$ cat src/rtl/wb_arbiter_pkg.sv
// rtl/wb_arbiter_pkg.sv - shared constants and types for the writeback arbiter
// Holds the ROB tag width, source index constants, the writeback record
// type and the round-robin advance helper used by wb_arbiter.
package wb_arbiter_pkg;

  localparam int ROB_WIDTH = 4;

  localparam int SRC_ALU = 0;
  localparam int SRC_LSB = 1;

  typedef struct packed {
    logic [ROB_WIDTH-1:0] rob_id;
    logic [31:0]          value;
  } wb_rec_t;

  // Index of the source after cur, wrapping back to 0 past the last source.
  function automatic int rr_advance(input int cur, input int n);
    return (cur + 1 >= n) ? 0 : cur + 1;
  endfunction

endpackage

$ cat src/rtl/wb_fifo.sv
// rtl/wb_fifo.sv - per-source writeback result FIFO
// Small DEPTH-entry FIFO holding {rob_id, value} results of one source.
// Ports:
//   clk_in, rst_n_in  clock, asynchronous active-low reset
//   flush             empties the FIFO; wins over push and pop
//   push, push_data   write one entry (ignored while full)
//   pop               drop the head entry (ignored while empty)
//   head              current head entry (valid while !empty)
//   full, empty       derived from the registered count
//   count             number of stored entries, clog2(DEPTH)+1 bits
module wb_fifo #(
  parameter int DEPTH = 2,
  parameter int WIDTH = 36
) (
  input  logic                   clk_in,
  input  logic                   rst_n_in,
  input  logic                   flush,
  input  logic                   push,
  input  logic [WIDTH-1:0]       push_data,
  input  logic                   pop,
  output logic [WIDTH-1:0]       head,
  output logic                   full,
  output logic                   empty,
  output logic [$clog2(DEPTH):0] count
);

  localparam int PW = $clog2(DEPTH);
  localparam int CW = PW + 1;

  logic [WIDTH-1:0] mem [DEPTH];
  logic [PW-1:0]    rd_ptr;
  logic [PW-1:0]    wr_ptr;
  logic             push_en;
  logic             pop_en;

  assign full    = (count == CW'(DEPTH));
  assign empty   = (count == '0);
  assign push_en = push && !full && !flush;
  assign pop_en  = pop && !empty && !flush;
  assign head    = mem[rd_ptr];

  // Pointers wrap naturally because DEPTH is a power of two.
  always_ff @(posedge clk_in or negedge rst_n_in) begin
    if (!rst_n_in) begin
      rd_ptr <= '0;
      wr_ptr <= '0;
      count  <= '0;
    end else if (flush) begin
      rd_ptr <= '0;
      wr_ptr <= '0;
      count  <= '0;
    end else begin
      if (push_en) wr_ptr <= wr_ptr + PW'(1);
      if (pop_en)  rd_ptr <= rd_ptr + PW'(1);
      case ({push_en, pop_en})
        2'b10:   count <= count + CW'(1);
        2'b01:   count <= count - CW'(1);
        default: count <= count;
      endcase
    end
  end

  always_ff @(posedge clk_in) begin
    if (push_en) mem[wr_ptr] <= push_data;
  end

endmodule

$ cat src/rtl/wb_arbiter.sv
// rtl/wb_arbiter.sv - round-robin writeback (CDB) arbiter feeding the ROB
// Each source pushes (rob_id, value) into its own wb_fifo; one result per
// cycle is granted round-robin onto a registered broadcast bus.
// Optional feature macro: WB_BYPASS_EN (an accepted input whose FIFO is empty
// may win arbitration and go straight to the output registers).
// Ports:
//   clk_in, rst_n_in  clock, asynchronous active-low reset
//   rdy_in            global enable; low freezes all state
//   clear_in          mispredict flush, one cycle, highest priority
//   src_valid         per-source result valid
//   src_rob_id        per-source ROB tag, source i in slice i
//   src_value         per-source 32-bit result, source i in slice i
//   src_full          per-source FIFO full; source holds its result while high
//   cdb_valid         broadcast valid, one-cycle pulse per result
//   cdb_rob_id        broadcast tag
//   cdb_value         broadcast value
//   cdb_src           index of the source that produced the broadcast
module wb_arbiter
  import wb_arbiter_pkg::*;
#(
  parameter int N_SRC = 2,
  parameter int DEPTH = 2,
  parameter int ROB_W = ROB_WIDTH
) (
  input  logic                     clk_in,
  input  logic                     rst_n_in,
  input  logic                     rdy_in,
  input  logic                     clear_in,
  input  logic [N_SRC-1:0]         src_valid,
  input  logic [N_SRC*ROB_W-1:0]   src_rob_id,
  input  logic [N_SRC*32-1:0]      src_value,
  output logic [N_SRC-1:0]         src_full,
  output logic                     cdb_valid,
  output logic [ROB_W-1:0]         cdb_rob_id,
  output logic [31:0]              cdb_value,
  output logic [$clog2(N_SRC)-1:0] cdb_src
);

  localparam int SW = $clog2(N_SRC);
  localparam int DW = ROB_W + 32;
  localparam int CW = $clog2(DEPTH) + 1;

  logic [DW-1:0]    in_data    [N_SRC];
  logic [DW-1:0]    fifo_head  [N_SRC];
  logic [CW-1:0]    fifo_count [N_SRC];
  logic [N_SRC-1:0] fifo_empty;
  logic [N_SRC-1:0] fifo_full;
  logic [N_SRC-1:0] accept;
  logic [N_SRC-1:0] cand;
  logic [N_SRC-1:0] push;
  logic [N_SRC-1:0] pop;
  logic [SW-1:0]    rr_ptr;
  logic [SW-1:0]    win;
  logic             found;
  logic [DW-1:0]    win_data;
  logic             flush;

  assign flush    = rdy_in && clear_in;
  assign src_full = fifo_full;

  for (genvar g = 0; g < N_SRC; g++) begin : g_src
    assign in_data[g] = {src_rob_id[g*ROB_W +: ROB_W], src_value[g*32 +: 32]};
    // src_full comes from the registered count, so a same-cycle pop does
    // not open a slot for the source until the following cycle.
    assign accept[g]  = rdy_in && !clear_in && src_valid[g] && !fifo_full[g];

    wb_fifo #(
      .DEPTH (DEPTH),
      .WIDTH (DW)
    ) u_fifo (
      .clk_in    (clk_in),
      .rst_n_in  (rst_n_in),
      .flush     (flush),
      .push      (push[g]),
      .push_data (in_data[g]),
      .pop       (pop[g]),
      .head      (fifo_head[g]),
      .full      (fifo_full[g]),
      .empty     (fifo_empty[g]),
      .count     (fifo_count[g])
    );

    a_count_range: assert property (@(posedge clk_in) disable iff (!rst_n_in)
      fifo_count[g] <= CW'(DEPTH));

    // A source refused because its FIFO is full must keep presenting the
    // same result; withdrawing or changing it loses that result.
    a_hold_when_full: assert property (@(posedge clk_in) disable iff (!rst_n_in)
      (rdy_in && !clear_in && src_valid[g] && fifo_full[g]) |=>
        (clear_in || (src_valid[g] &&
                      $stable(src_rob_id[g*ROB_W +: ROB_W]) &&
                      $stable(src_value[g*32 +: 32]))));
  end

  always_comb begin
    cand = '0;
    for (int i = 0; i < N_SRC; i++) begin
`ifdef WB_BYPASS_EN
      cand[i] = !fifo_empty[i] || accept[i];
`else
      cand[i] = !fifo_empty[i];
`endif
    end
  end

  // Round-robin scan: first the sources at or above rr_ptr, then the ones
  // below it, which is the same as scanning upward modulo N_SRC.
  always_comb begin
    found = 1'b0;
    win   = '0;
    for (int i = 0; i < N_SRC; i++) begin
      if (!found && cand[i] && (SW'(i) >= rr_ptr)) begin
        found = 1'b1;
        win   = SW'(i);
      end
    end
    for (int i = 0; i < N_SRC; i++) begin
      if (!found && cand[i] && (SW'(i) < rr_ptr)) begin
        found = 1'b1;
        win   = SW'(i);
      end
    end
  end

  always_comb begin
    push     = '0;
    pop      = '0;
    win_data = '0;
    for (int i = 0; i < N_SRC; i++) begin
      push[i] = accept[i];
      if (found && (win == SW'(i))) begin
        if (!fifo_empty[i]) begin
          pop[i]   = rdy_in && !clear_in;
          win_data = fifo_head[i];
        end
`ifdef WB_BYPASS_EN
        else begin
          // Winner had nothing queued: its input skips the FIFO entirely.
          push[i]  = 1'b0;
          win_data = in_data[i];
        end
`endif
      end
    end
  end

  always_ff @(posedge clk_in or negedge rst_n_in) begin
    if (!rst_n_in) begin
      rr_ptr     <= '0;
      cdb_valid  <= 1'b0;
      cdb_rob_id <= '0;
      cdb_value  <= '0;
      cdb_src    <= '0;
    end else if (rdy_in) begin
      if (clear_in) begin
        rr_ptr    <= '0;
        cdb_valid <= 1'b0;
      end else begin
        cdb_valid <= found;
        if (found) begin
          rr_ptr     <= SW'(rr_advance(int'(win), N_SRC));
          cdb_rob_id <= win_data[DW-1 -: ROB_W];
          cdb_value  <= win_data[31:0];
          cdb_src    <= win;
        end
      end
    end
  end

endmodule

$ cat config.mk
export PLATFORM = sky130hd
export DESIGN_NAME = wb_arbiter
export DESIGN_NICKNAME = d
export VERILOG_FILES = /design/src/rtl/wb_arbiter_pkg.sv /design/src/rtl/wb_fifo.sv /design/src/rtl/wb_arbiter.sv
export SDC_FILE = /design/constraint.sdc
export NUM_CORES = 1
export LEC_CHECK = 0
export CAP_MARGIN = 20
export CORE_ASPECT_RATIO = 1.5
export CORE_MARGIN = 2
export CORE_UTILIZATION = 45
export CTS_CLUSTER_DIAMETER = 30
export DETAILED_ROUTE_END_ITERATION = 7
export GPL_TIMING_DRIVEN = 0
export PLACE_DENSITY = 0.69
export SYNTH_ARGS = -nofsm -noshare
export SYNTH_HDL_FRONTEND = slang
export SYNTH_SLANG_ARGS = --single-unit
$ cat constraint.sdc
create_clock -name clk_in -period 3.5 [get_ports clk_in]
set_input_delay 0.525 -clock clk_in [delete_from_list [all_inputs] [get_ports clk_in]]
set_output_delay 0.525 -clock clk_in [all_outputs]
set_load 0.1 [all_outputs]
; Word-level counts from Yosys, hierarchy flattened
; Memories as Yosys holds them, arrays and structs flattened.
; Cells that the tools add are included.
[totals]
ff_bits = 47
ramBits = 144
in_bits = 78
out_inout_bits = 40
elab_cells = 113
n_memories = 2
[memory_table]
columns = name, depth, word_bits, rd, rd_clocked_by_memory_dff, write_ports, line_no
row1 = g_src[0].u_fifo.mem, 2, 36, 1, 0, 1, wb_fifo.sv:30  ; logic [WIDTH-1:0] mem [DEPTH];
row2 = g_src[1].u_fifo.mem, 2, 36, 1, 0, 1, wb_fifo.sv:30
[op_classes]
add_sub_neg = 9
magnitude_cmp = 5
eq_ne = 6
n_mux = 35
n_bitwise = 2
n_reduce_logical = 43
[op_table]
columns = op, n
row1 = $mux 36, 4
row2 = $mux 1, 27
row3 = $logic_and 1x1->1, 23
row4 = $reduce_bool 2->1, 5
row5 = $logic_not 1->1, 9
row6 = $eq 2x2->1 const B, 4
row7 = $pmux 2 s2, 2
row8 = $reduce_bool 3->1, 2
row9 = $add 1x1->1 const B, 4
row10 = $add 2x1->2 const B, 2
row11 = $eq 2x1->1 const B, 2
row12 = $logic_not 2->1, 2
row13 = $mux 2, 2
row14 = $sub 2x1->2 const B, 2
row15 = $reduce_and 3->1, 1
row16 = $add 1x1->2 const B, 1
row17 = $ge 1x1->1 const A, 2
row18 = $ge 2x2->1 const B, 1
row19 = $lt 1x1->1 const A, 2
row20 = $not 1->1, 2
row21 = $reduce_and 2->1, 1

; Depth between registers and ports, before layout
[logic_depth]
ltp_word = 24
ltp_mapped = 8
mapped_depth_nobuf = 4

; Cells and area by module
; Synthesis repeated with hierarchy kept, for this count alone.
[hier_totals]
cells_unflattened = 465
hier_area_um2 = 7587.3
[by_module_without_submodules]
columns = module, instances, cells_each, area_per_inst_um2, seq_area_each_um2
row1 = wb_fifo, 2, 138, 2820.2, 2262.2
row2 = wb_arbiter, 1, 189, 1946.9, 975.9

; Least setup slack after synthesis
; OpenSTA, ideal clock, no wires.
[synth_timing]
path_kind = input to register
startpoint = input rdy_in
endpoint = memory g_src[1].u_fifo.mem[0][0] (enable)
setup_time_ps = 429
arrival_ps = 2830
required_ps = 3071
slack_ps = 241
path_stages = 5
path_buffers = 1
cell_sequence = clkbuf_1 -> clkinv_1 -> nor2_1 -> nand3_1 -> nor2_1
[synth_between]
elab_chain_len = 7
elab_cells_between_ends = 9
cone_classes = 2 x mux / 7 x reduce/logical
[synth_lines]
columns = element, line_no
row1 = "start, declared", wb_arbiter.sv:27  ; input logic rdy_in,
row2 = $logic_and 1x1->1 (3 in series), wb_arbiter.sv:65  ; assign accept[g] = rdy_in && !clear_in && src_valid[g] && !fifo_full[g];
row3 = $logic_and 1x1->1, wb_fifo.sv:38  ; assign push_en = push && !full && !flush;
row4 = $logic_and 1x1->1 *, wb_fifo.sv:38
row5 = $mux 1 *, wb_fifo.sv:64  ; if (push_en) mem[wr_ptr] <= push_data;
row6 = $mux 1 (implied by the code) *, wb_fifo.sv:64
row7 = "end, declared", wb_fifo.sv:30
; Mark *: on every way between the ends. The rest lies on a longest branch, timed or not.

; Worst setup path after layout
[layout_timing]
startpoint = register g_src[1].u_fifo.count[0]
endpoint = output src_full[1]
[layout_between]
elab_chain_len = 1
[layout_lines]
columns = element, line_no
row1 = "start, declared", wb_fifo.sv:24  ; output logic [$clog2(DEPTH):0] count
row2 = "start signal, assigned", wb_fifo.sv:56  ; 2'b10: count <= count + CW'(1);
row3 = "start signal, assigned", wb_fifo.sv:57  ; 2'b01: count <= count - CW'(1);
row4 = "start signal, assigned", wb_fifo.sv:58  ; default: count <= count;
row5 = $eq 2x2->1, wb_fifo.sv:36  ; assign full = (count == CW'(DEPTH));
row6 = "end, declared", wb_arbiter.sv:32  ; output logic [N_SRC-1:0] src_full,
; No other way between the ends.

==> impl_metrics.csv <==
group,metric,value,unit
worst_setup_path,reg2reg_slack,1.39,ns
yosys,synth_seq_cells,191,
timing,tns,0,ns
yosys,synth_most_common_cell,"edfxtp_1",
grt,grt_pass1_vias,5038,
clocking,postCtsSetupBuffers,0,
timing,rsz0062_at_grt,"no",
cells_and_area,final_cells,873,
clocking,clkTransAtPathRegs,0.07,ns
run,max_cap_viol_count,0,
route,drt_first_iter_violations,266,
power_and_ir_drop,switchingPower,3277,µW
yosys,synth_top_flop_cell,"edfxtp_1",
timing,skew,0.009337,ns
worst_setup_path,crit_type,"flop to primary output",
worst_setup_path,endpoint_kind,"primary output",
timing,timing.fmax,335.2,MHz
worst_setup_path,cp_max_fo,10,
power_and_ir_drop,vdd_ir_drop_max,0.5999,mV
clocking,cts_made_buffers,17,
cells_and_area,nFillCells,1312,
cells_and_area,final_layout_size_suffix_gt1_share,14.93,%
route,routedWlPerCell,19.49,µm
grt,grt_max_degree,26,
clocking,clock_path_buffers,2,
yosys,synthTopCellsByArea,"edfxtp_1, dfrtp_1, mux2_2",
floorplanning,dieArea,17910,µm²
clocking,post_cts_resized,0,
route,routed_wl,17.01,mm
floorplanning,initial_core_util,45.58,%
yosys,ys_types,36,
yosys,synthCells,512,
yosys,synth.top_cell.area_share,57.09,%
yosys,synth_fp_nets,590,
cells_and_area,diodes,0,
timing,timing.hold.ws,0.1195,ns
floorplanning,die_h,162.9,µm
yosys,synth_edf_count,144,
worst_setup_path,cp-start-kind,"flop",
yosys,yosys.area.top_type,"edfxtp_1",
yosys,syn_area,7575,µm²
floorplanning,die_w,109.9,µm
timing,drv_slew,0,
worst_setup_path,worstPathArrival,2.46,ns
yosys,ys_top_cells_by_count,"edfxtp_1, dfrtp_1, nor2_1",
power_and_ir_drop,sw_frac_of_total,42.46,%
cells_and_area,multi_input_area,1864,µm²
power_and_ir_drop,comb_power_share,39.1,%
timing,tightest_slew,0.9814,ns
timing,fin_crit_sh,85.23,%
cells_and_area,fin_nets,728,
power_and_ir_drop,internal_power,4441,µW
floorplanning,fp-row-count,58,
grt,overflow,0,
route,ant_nets,0,
power_and_ir_drop,seq_power_share,37.5,%
grt,gr-usage-all-layers,19.82,%
worst_setup_path,worstRegToRegCells,5,
route,num_vias,4802,
yosys,async_flop_share,24.61,%
yosys,yosysSeqAreaShare,72.61,%
cells_and_area,area_delta_synth_final,27.92,%
power_and_ir_drop,clkPwrFrac,23.3,%
worst_setup_path,r2r-end,"g_src[1].u_fifo.mem[1][30]",
timing,maxSlewHeadroom,34.37,%
worst_hold_path,hp-class,"input pin to async pin",
outcome,status,"completed",
route,viasPerCell,5.501,
route,post-route-drc-count,0,
clocking,clkLatencyLatePin,0.42,ns
cells_and_area,final-seq-area,5500,µm²
floorplanning,core,16620,µm²
worst_setup_path,r2r-start,"g_src[1].u_fifo.count[0]",
grt,grt_pass1_wl,26.10,mm
yosys,yosysWarnings,0,
route,first_pass_iters,4,
grt,antenna_found_initial,0,
place,place_inst,841,
timing,period_needed,2.983,ns
yosys,avgSynthCellArea,14.79,µm²
place,hpwl,11.71,mm
clocking,cts_tree,"built",
power_and_ir_drop,power_density,796.5,nW/µm²
timing,setup_viol,0,
power_and_ir_drop,total_leakage_power,0.003352,µW
place,place_congestion,0.8130,
clocking,cts_root_buf,"clkbuf_16",
worst_setup_path,worstPathRequired,2.97,ns
clocking,cts_hold_buf,0,
place,portBuffers,114,
timing,hold_viol,0,
clocking,htreeDepth,4,
floorplanning,io_pins,118,
clocking,cts.sinks,191,
cell type report:
type                    count  share of cell area (%)
well taps                 210                   2.712
clock inverters            14                   1.304
inverters                   6                  0.2324
plain buffers              42                   2.247
flip-flops and latches    191                   56.77
clock buffers              18                   4.429
multi-input cells         273                   19.24
repair buffers            119                   13.07
critical path: stages, from the launching register on:
cell and delay, ns:
dfrtp_1 0.36, buf_2 0.17, nand2b_1 0.22, inv_1 0.08, buf_4 0.10, clkdlybuf4s50_1 1.11
state kept, by name, summed over array words and instances, names as in the netlist:
signal / cells
g_src.u_fifo.mem: 144
cdb_value: 32
cdb_rob_id: 4
g_src.u_fifo.count: 4
g_src.u_fifo.rd_ptr: 2
g_src.u_fifo.wr_ptr: 2
cdb_src: 1
cdb_valid: 1
rr_ptr: 1
kinds of logic (layout without fill, tap and decap cells):
group | count (synthesis) | after routing | synth area share, %
muxes | 73 | 73 | 10.24
buffers and inverters | 48 | 199 | 3.171
and+or+nand+nor | 98 | 98 | 5.947
DFF | 191 | 191 | 72.61
AOI/OAI and AO/OA | 101 | 101 | 7.912
xor gates and xnor gates | 1 | 1 | 0.1156
power groups by stage:
stage                     Combinational (µW)  Clock, µW  Sequential, µW
after floorplan                          704          0            4420
after global placement                  2960          0            2940
after detailed placement                3020          0            2940
after CTS                               3030       1840            2900
after global routing                    3150       1940            2920
final                                   3020       1800            2900
how the worst max path moves through the flow:
| stage | from | end | slack [ns] | depth (start not counted) |
|---|---|---|---|---|
| after CTS | g_src[1].u_fifo.count[0] | src_full[1] | 0.51 | 5 |
| after detailed placement | clear_in | g_src[0].u_fifo.mem[0][30] | 0.61 | 6 |
| after global placement | clear_in | g_src[0].u_fifo.mem[1][0] | -1.18 | 5 |
| after floorplan | rdy_in | g_src[1].u_fifo.mem[0][0] | 0.24 | 5 |
| after global routing | g_src[1].u_fifo.count[0] | src_full[1] | 0.43 | 5 |
| final | g_src[1].u_fifo.count[0] | src_full[1] | 0.52 | 5 |
cell usage in the layout, fill, tap and decap left out, types with 3 or more instances in the layout:
| master | synthesis | routed |
|---|---|---|
| inv_1 | 5 | 5 |
| mux2i_1 | 37 | 37 |
| clkbuf_1 | 19 | 20 |
| edfxtp_1 | 144 | 144 |
| a31oi_1 | 39 | 39 |
| clkbuf_16 | 0 | 17 |
| a21oi_1 | 41 | 41 |
| inv_8 | 0 | 3 |
| clkdlybuf4s50_1 | 0 | 113 |
| mux2_2 | 36 | 36 |
| clkinv_1 | 1 | 3 |
| buf_4 | 3 | 3 |
| clkinv_4 | 0 | 3 |
| inv_6 | 0 | 4 |
| dfrtp_1 | 47 | 47 |
| buf_2 | 15 | 16 |
| o21ai_0 | 6 | 6 |
| nand2b_1 | 3 | 3 |
| buf_16 | 0 | 4 |
| nand3_1 | 3 | 3 |
| nor3_1 | 37 | 37 |
| nor2_1 | 47 | 43 |
| o22ai_1 | 3 | 3 |
| nor2_4 | 0 | 4 |
| buf_6 | 4 | 4 |
routing by layer:
metal | wire length, µm | vias to the layer above | global-route usage [%]
li1 | - | 2218 | -
met1 | 6580 | 2385 | 23.90
met2 | 9291 | 172 | 34.27
met3 | 742 | 27 | 3.081
met4 | 397 | 0 | 9.264
met5 | 0 | - | 0
per-stage QoR:
step	setup slack (ns)	total power (µW)	area (µm²)	utilization, %
global placement	-1.181	5901	8979	54.03
global route	0.4282	8005	9689	58.30
detailed placement	0.6116	5960	9134	54.96
CTS	0.5077	7766	9689	58.30
finish	0.5169	7718	9689	58.30
floorplan	0.2410	5124	7575	-
Note: power is estimated with default switching activity, not from simulation.
